==> config.mk <==
export PLATFORM = sky130hd
export DESIGN_NAME = homescreen_mode_sequencer
export DESIGN_NICKNAME = d
export VERILOG_FILES = /design/src/rtl/homescreen_mode_sequencer.sv
export SDC_FILE = /design/constraint.sdc
export NUM_CORES = 1
export LEC_CHECK = 0
export BUFFER_PORTS_ARGS = -buffer_cell sky130_fd_sc_hd__buf_2
export CORE_ASPECT_RATIO = 2
export CORE_MARGIN = 5
export CORE_UTILIZATION = 40
export CTS_BUF_LIST = sky130_fd_sc_hd__clkbuf_8
export DETAILED_ROUTE_END_ITERATION = 6
export PLACE_DENSITY = 0.68
export SYNTH_ARGS = -nofsm -noshare
export SYNTH_HDL_FRONTEND = slang
export SYNTH_SLANG_ARGS = --single-unit
==> constraint.sdc <==
create_clock -name clk -period 2.1 [get_ports clk]
set_input_delay 0.42 -clock clk [delete_from_list [all_inputs] [get_ports clk]]
set_output_delay 0.42 -clock clk [all_outputs]
set_load 0.005 [all_outputs]
==> src/rtl/homescreen_mode_sequencer.sv <==
// Frame-synchronous homescreen menu controller: cursor navigation with hold-to-repeat,
// app launch/hand-off, and return home on a held START.
module homescreen_mode_sequencer #(
   parameter int unsigned REPEAT_DELAY  = 20,
   parameter int unsigned REPEAT_RATE   = 8,
   parameter int unsigned EXIT_HOLD     = 60,
   parameter int unsigned LEAVE_TIMEOUT = 120
) (
   input  logic       clk,
   input  logic       reset,
   input  logic       screen_end,
   input  logic [7:0] buttons,
   input  logic       app_busy,
   output logic [1:0] sel,
   output logic [1:0] mode,
   output logic       app_en,
   output logic       app_start,
   output logic [7:0] app_buttons
);

   localparam logic [2:0] ST_HOME    = 3'd0;
   localparam logic [2:0] ST_ENTER   = 3'd1;
   localparam logic [2:0] ST_APP     = 3'd2;
   localparam logic [2:0] ST_LEAVE   = 3'd3;
   localparam logic [2:0] ST_RELEASE = 3'd4;

   localparam logic [1:0] SEL_GAME = 2'b00;
   localparam logic [1:0] SEL_CTRL = 2'b01;
   localparam logic [1:0] SEL_STGS = 2'b10;

   // Winning direction encoded as {valid, code}; 000 means no direction held.
   localparam logic [2:0] DIR_NONE  = 3'b000;
   localparam logic [2:0] DIR_UP    = 3'b100;
   localparam logic [2:0] DIR_DOWN  = 3'b101;
   localparam logic [2:0] DIR_LEFT  = 3'b110;
   localparam logic [2:0] DIR_RIGHT = 3'b111;

   localparam logic [7:0] REP_DELAY_C = 8'(REPEAT_DELAY);
   localparam logic [7:0] REP_RATE_C  = 8'(REPEAT_RATE);
   localparam logic [7:0] EXIT_HOLD_C = 8'(EXIT_HOLD);
   localparam logic [7:0] LEAVE_TO_C  = 8'(LEAVE_TIMEOUT);

   logic [2:0] st;
   logic [7:0] prev;
   logic [7:0] rep_cnt;
   logic       rep_phase;
   logic [2:0] rep_dir;
   logic [7:0] exit_cnt;
   logic [7:0] leave_cnt;

   logic [7:0] new_press;
   logic       confirm;
   logic [2:0] dir;
   logic [7:0] rep_inc;
   logic [7:0] exit_inc;
   logic [7:0] leave_inc;
   logic       same_dir;
   logic       rep_fire;
   logic       move_fire;
   logic       buttons_idle;
   logic       unused_edges;

   function automatic logic [7:0] sat_inc(input logic [7:0] v);
      return (v == 8'hFF) ? v : v + 8'd1;
   endfunction

   function automatic logic [2:0] win_dir(input logic [3:0] d);
      if (d[0])      return DIR_UP;
      else if (d[1]) return DIR_DOWN;
      else if (d[2]) return DIR_LEFT;
      else if (d[3]) return DIR_RIGHT;
      else           return DIR_NONE;
   endfunction

   function automatic logic [1:0] move_sel(input logic [1:0] s, input logic [2:0] d);
      logic [1:0] r;
      r = s;
      case (s)
         SEL_GAME: if (d == DIR_DOWN) r = SEL_CTRL;
         SEL_CTRL: begin
            if (d == DIR_UP)         r = SEL_GAME;
            else if (d == DIR_RIGHT) r = SEL_STGS;
         end
         SEL_STGS: begin
            if (d == DIR_UP)        r = SEL_GAME;
            else if (d == DIR_LEFT) r = SEL_CTRL;
         end
         default: r = s;
      endcase
      return r;
   endfunction

   assign new_press    = buttons & ~prev;
   assign confirm      = new_press[4] | new_press[7];
   assign unused_edges = ^{new_press[6:5], new_press[3:0]};
   assign buttons_idle = (buttons == 8'd0);
   assign dir          = win_dir(buttons[3:0]);
   assign rep_inc      = sat_inc(rep_cnt);
   assign exit_inc     = sat_inc(exit_cnt);
   assign leave_inc    = sat_inc(leave_cnt);

   // Repeat runs in two phases: initial delay, then a steady rate after the first repeat.
   assign same_dir  = dir[2] && (dir == rep_dir);
   assign rep_fire  = same_dir && (rep_phase ? (rep_inc == REP_RATE_C) : (rep_inc == REP_DELAY_C));
   assign move_fire = dir[2] && (!same_dir || rep_fire);

   always_ff @(posedge clk or negedge reset) begin
      if (!reset) begin
         st          <= ST_HOME;
         sel         <= SEL_GAME;
         mode        <= 2'b00;
         app_en      <= 1'b0;
         app_start   <= 1'b0;
         app_buttons <= 8'd0;
         prev        <= 8'd0;
         rep_cnt     <= 8'd0;
         rep_phase   <= 1'b0;
         rep_dir     <= DIR_NONE;
         exit_cnt    <= 8'd0;
         leave_cnt   <= 8'd0;
      end else begin
         app_start   <= 1'b0;
         app_buttons <= buttons & {8{st == ST_APP}};
         if (screen_end) begin
            prev <= buttons;
            case (st)
               ST_HOME: begin
                  if (confirm) begin
                     mode      <= sel + 2'd1;
                     st        <= ST_ENTER;
                     rep_cnt   <= 8'd0;
                     rep_phase <= 1'b0;
                     rep_dir   <= DIR_NONE;
                  end else begin
                     if (move_fire) sel <= move_sel(sel, dir);
                     if (!same_dir) begin
                        rep_cnt   <= 8'd0;
                        rep_phase <= 1'b0;
                     end else if (rep_fire) begin
                        rep_cnt   <= 8'd0;
                        rep_phase <= 1'b1;
                     end else begin
                        rep_cnt   <= rep_inc;
                     end
                     rep_dir <= dir;
                  end
               end
               ST_ENTER: begin
                  // Hold off the app until the confirm press has been released.
                  if (buttons_idle) begin
                     app_en    <= 1'b1;
                     app_start <= 1'b1;
                     exit_cnt  <= 8'd0;
                     st        <= ST_APP;
                  end
               end
               ST_APP: begin
                  if (buttons[7]) begin
                     if (exit_inc == EXIT_HOLD_C) begin
                        app_en    <= 1'b0;
                        exit_cnt  <= 8'd0;
                        leave_cnt <= 8'd0;
                        st        <= ST_LEAVE;
                     end else begin
                        exit_cnt  <= exit_inc;
                     end
                  end else begin
                     exit_cnt <= 8'd0;
                  end
               end
               ST_LEAVE: begin
                  if (!app_busy || (leave_inc == LEAVE_TO_C)) begin
                     mode      <= 2'b00;
                     leave_cnt <= 8'd0;
                     st        <= ST_RELEASE;
                  end else begin
                     leave_cnt <= leave_inc;
                  end
               end
               ST_RELEASE: begin
                  if (buttons_idle) begin
                     prev      <= 8'd0;
                     rep_cnt   <= 8'd0;
                     rep_phase <= 1'b0;
                     rep_dir   <= DIR_NONE;
                     st        <= ST_HOME;
                  end
               end
               default: st <= ST_HOME;
            endcase
         end
      end
   end

endmodule

Word-level counts from Yosys, hierarchy flattened

Cells that the tools add are included.

Add/sub/neg operators: 4
Multiply operators: 0
Divide/modulo/power cells: 0
Magnitude comparators: 0
Equality and inequality tests: 28
Shift operators: 0
Mux-type cells: 52
Bitwise operators: 5
Reduce and logical (&&, ||, !) cells: 23

Operators by type and width:

| cell                | count |
|---|---|
| $mux 8              | 14 |
| $pmux 8 s2          | 3 |
| $mux 3              | 11 |
| $add 8x1->8 const B | 3 |
| $eq 8x8->1 const B  | 3 |
| $and 8x8->8         | 2 |
| $eq 3x3->1 const B  | 5 |
| $pmux 3 s5          | 1 |
| $mux 2              | 7 |
| $ne 2x2->1 const B  | 6 |
| $reduce_and 4->1    | 3 |
| $mux 1              | 11 |
| $eq 8x4->1 const B  | 1 |
| $eq 8x5->1 const B  | 1 |
| $eq 8x6->1 const B  | 1 |
| $eq 8x7->1 const B  | 1 |
| $logic_not 8->1     | 1 |
| $not 8->8           | 1 |
| $reduce_and 8->1    | 1 |
| $reduce_bool 2->1   | 4 |
| $reduce_and 7->1    | 1 |
| $eq 3x2->1 const B  | 2 |
| $ne 3x3->1 const B  | 2 |
| $pmux 2 s3          | 1 |
| 20 further kinds    | 26 |

Flip-flop bits (word level): 53
Bits in latches: 0
Bits in writable memories: 0
ROM bits: 0
Input bits: 12
Output and inout port bits: 14
Logic and storage cells: 124
Memories kept: 0

Depth between registers and ports, before layout

Depth after elaboration: 11
Depth in mapped cells: 8
Mapped depth without buffers: 7

Worst setup path after synthesis

OpenSTA, ideal clock, no wires.

Path type: reg-to-reg
Start: reg leave_cnt[0]
End: reg leave_cnt[1]
Library setup time: 0.127 ns
Arrival: 2.074 ns
Required time: 1.973 ns
Path slack: -0.101 ns
Stages on the path, launching flop included: 9
Buffers on the path: 1
Clock period less this slack: 2.201 ns
Path through: dfrtp_1 > ha_1 > and3_4 > a311o_1 > a2111o_1 > and3_1 > buf_6 > a21boi_2 > o22ai_1

Cells in the longest elaborated chain, start to end: 6
Elaborated cells on any way between the ends: 7
Classes of those cells: add/sub: 1; eq/ne: 2; mux: 3; reduce/logical: 1

RTL lines:

| element                                   | RTL line | source |
|---|---|---|
| from (decl)                               | 49       | `logic [7:0] leave_cnt;` |
| from (signal assigned)                    | 177      | `leave_cnt <= leave_inc;` |
| $add 8x1->8 or $eq 8x8->1 (tied branches) | 64       | `return (v == 8'hFF) ? v : v + 8'd1;` |
| $mux 8 (*)                                | 64       |  |
| $eq 8x7->1                                | 172      | `if (!app_busy \|\| (leave_inc == LEAVE_TO_C)) begin` |
| $logic_or 1x1->1                          | 172      |  |
| $mux 8 (*)                                | 172      |  |
| $pmux 8 s2 (*)                            | 126      | `case (st)` |

Every way passes the cells marked *; elsewhere a longest branch is shown, timed or not.
A chain may end at the register's enable or synchronous reset.

Final worst setup path

Start: reg leave_cnt[0]
End: reg mode[0]

Cells in the longest elaborated chain, start to end: 6
Elaborated cells on any way between the ends: 7
Classes of those cells: add/sub: 1; eq/ne: 3; mux: 1; reduce/logical: 2

RTL lines:

| element                                   | RTL line | source |
|---|---|---|
| $add 8x1->8 or $eq 8x8->1 (tied branches) | 64       |  |
| $mux 8 (*)                                | 64       |  |
| $eq 8x7->1 (*)                            | 172      |  |
| $logic_or 1x1->1 (*)                      | 172      |  |
| $ne 2x2->1 (no line) (*)                  | --       |  |
| $reduce_and 4->1 (no line) (*)            | --       |  |
| to (signal assigned)                      | 129      | `mode <= sel + 2'd1;` |
| to (decl)                                 | 15       | `output logic [1:0] mode,` |

Marks and branches as above.

==> flow_summary.ini <==
[logic_synthesis]
synth_cell_types = 61
syn_area_mm2 = 0.002840
synth_edf_count = 0
synth.top_cells.by_count = 47 x dfrtp_1, 33 x nand2_1, 27 x a21oi_1, 26 x nor2_1, 21 x o21ai_0
netlist_top_cells_area = dfrtp_1 41%, a21oi_1 4.8%, nand2_1 4.4%
synth_top_area_share_pct = 41.41
synth_flop_cell = dfrtp_1
ys_seq_area_share_pct = 41.41
yosysMostFrequentCell = dfrtp_1
synth_area_leader_cell = dfrtp_1
synth_area_per_cell_um2 = 8.876
syn_inst = 320
yosysWarnings = 0
async_flop_share_pct = 100.0
synth_nets = 339
ys_ff_latch = 47

[placement]
dp_hpwl_um = 5700
port_buffers = 25
gp_congestion = 0.9476
dp.cells = 448

[layout]
layout-drive-gt1-share_pct = 24.26
nNetsFinal = 389
fin_util_pct = 49.52
final_cells = 461
areaGrowthSynthToFinish_pct = 21.01
num_antenna_cells = 0

[floorplanning]
core_area_mm2 = 0.006940
die_area_mm2 = 0.008988
pin_count = 26
rows = 43
die_x_um = 69.59
initial_core_util_pct = 40.92
die_h_um = 129.2

[power_and_ir_drop]
p_leak_uw = 0.001481
powerDensity_mw_per_mm2 = 993.3
vdd_drop_max_mv = 0.6993

[timing]
finalSetupViolations = 0
slew_headroom_pct = 57.11
min_period_ps = 2030
tightest_slew_ps = 636.7
max_freq_mhz = 492.7
min_period_over_period_pct = 96.65
setup-tns-final_ps = 0
hold_viol_final = 0
rsz0062_at_grt = yes
fin_skew_ps = 7.863
final-max-slew-violation-count = 0

[route]
routed_wl_um = 7536
drt_iter0_markers = 113
avgRoutedWirePerCell_um = 16.35
post_drt_via_cell_ratio = 5.768
drtPass1Iterations = 4
vias = 2659
drtAntennaViolNets = 0
drc = 0

[worst_setup_path]
cp_num_buf_inv = 0
crit_path_start_kind = register
critPathRequiredTime_ps = 2300
critPathMaxStageDelay_ps = 440
cp_top_family = compound AO/OA/AOI/OAI gates
worstSetupEndpointType = register
crit_arrival_ps = 2230
path_max_fanout = 3
path_cells = ha_4, nand4b_1, a311o_1, a2111o_1, a31o_2, a22o_1
cpMaxStageDelayCell = dfrtp_2
critical_path_class = register to register

[global_route]
grt_max_degree = 48
gr-total-overflow = 0
track_usage_pct = 16.69
antenna_found_initial = 0
grt_pass1_vias = 2748
grt_pass1_wl_um = 12040

[run_status]
status = finished clean

[cts]
numCtsBuffers = 5
cts_root_buf = clkbuf_8
cts_tree = done
cts.sinks = 47
path_clk_slew_ps = 90
h-tree-depth = 2
hold_buffers = 0
insertion_delay_ps = 310
cts_buffer_depth = 2

[worst_hold_path]
hp-class = input pin to asynchronous set/reset pin

[flow_run]
maxCapViolCount = 0
-- state kept, by name, summed over array words and instances, names as in the netlist --
| name | count |
|---|---|
| rep_phase | 1 |
| rep_dir | 3 |
| app_buttons | 8 |
| prev | 2 |
| mode | 2 |
| app_start | 1 |
| app_en | 1 |
| sel | 2 |
| st | 3 |
| rep_cnt | 8 |
| leave_cnt | 8 |
| exit_cnt | 8 |
-- where the power goes --
group | total, uW | internal [uW] | switching (uW) | leakage, uW
clock network | 805 | 475 | 330 | 0.0000644
registers | 1250 | 1110 | 144 | 0.000621
logic | 1360 | 637 | 722 | 0.000795
total | 3410 | 2220 | 1200 | 0.00148
-- logic make-up (layout without fill, tap and decap cells) --
group	Yosys count	count (layout)	synth area share [%]
DFF	47	47	41.41
AOI/OAI and AO/OA	97	97	22.73
adders and majority gates	7	7	3.084
xor gates and xnor gates	3	3	0.9253
buffers and inverters	33	84	5.815
and+or+nand+nor	126	126	23.44
muxes	7	7	2.599
-- repair_timing --
action / CTS / global route
endpoints found under the setup margin: 14 / 12
setup buffers: 3 / 2
hold endpoints to repair: 0 / 0
resized for setup: 5 / 7
pin swaps: 6 / 3
-- through the flow --
step | setup slack [ps] | hold WS, ps | area [um2] | total power [uW]
floorplan | 7.811 | 124.4 | 2854 | 2115
global placement | -26.26 | 426.3 | 3213 | 2544
detailed placement | -73.30 | 425.0 | 3213 | 2592
CTS | 5.610 | 79.47 | 3386 | 3408
global route | -11.51 | 86.28 | 3437 | 3646
finish | 70.34 | 72.81 | 3437 | 3414
-- placed cells by master, fill, tap and decap left out, types with 3 or more instances in the layout --
cell	Yosys	final
a21o_1	4	4
a21oi_1	27	27
a22o_1	6	6
a31oi_1	7	7
a41oi_1	3	3
and2_1	8	8
and3_1	7	6
buf_2	6	25
buf_4	3	30
clkbuf_8	0	5
dfrtp_1	47	46
ha_1	7	5
inv_1	19	19
mux2_2	3	3
mux2i_1	4	4
nand2_1	33	33
nand3_1	16	16
nand4_1	5	5
nor2_1	26	26
nor2b_1	6	6
nor3_1	5	5
nor4_1	3	3
o21ai_0	21	20
o22ai_1	3	3
-- path summary, 6_finish.rpt --
path                                          start                       end  slack, ps  depth (start not counted)
max                        leave_cnt[0]$_DFFE_PN0P_       mode[0]$_DFFE_PN0P_         70                          6
min                                           reset  app_buttons[6]$_DFF_PN0_         70                          2
max reg2reg                leave_cnt[0]$_DFFE_PN0P_       mode[0]$_DFFE_PN0P_         70                          6
min reg2reg                      app_en$_DFFE_PN0P_        app_en$_DFFE_PN0P_        510                          1
max in group asynchronous                     reset  leave_cnt[0]$_DFFE_PN0P_       1780                          2
min in group clk                         buttons[6]  app_buttons[6]$_DFF_PN0_        330                          2
-- per-layer routing --
layer	part of all wire, %	GRT usage (%)	vias up
li1	-	-	1261
met1	33	13.87	1297
met2	59	34.85	72
met3	3.4	3.416	29
met4	4.7	9.321	0
met5	0	0	-
-- cell type report --
cell class,instances,area [um2]
Sequential cell,47,1177
Clock buffer,5,68.82
Timing Repair Buffer,57,381.6
Clock inverter,3,67.56
Tap cell,90,112.6
Multi-Input combinational cell,240,1558
Fill cell,655,3503
Inverter,19,71.32
-- worst reg2reg max path, cell delays in order (launching register included) --
cell and delay, ps:
dfrtp_2 440, ha_4 240, nand4b_1 160, a311o_1 290, a2111o_1 340, a31o_2 230
a22o_1 230
Power figures use the tool's default switching activity.
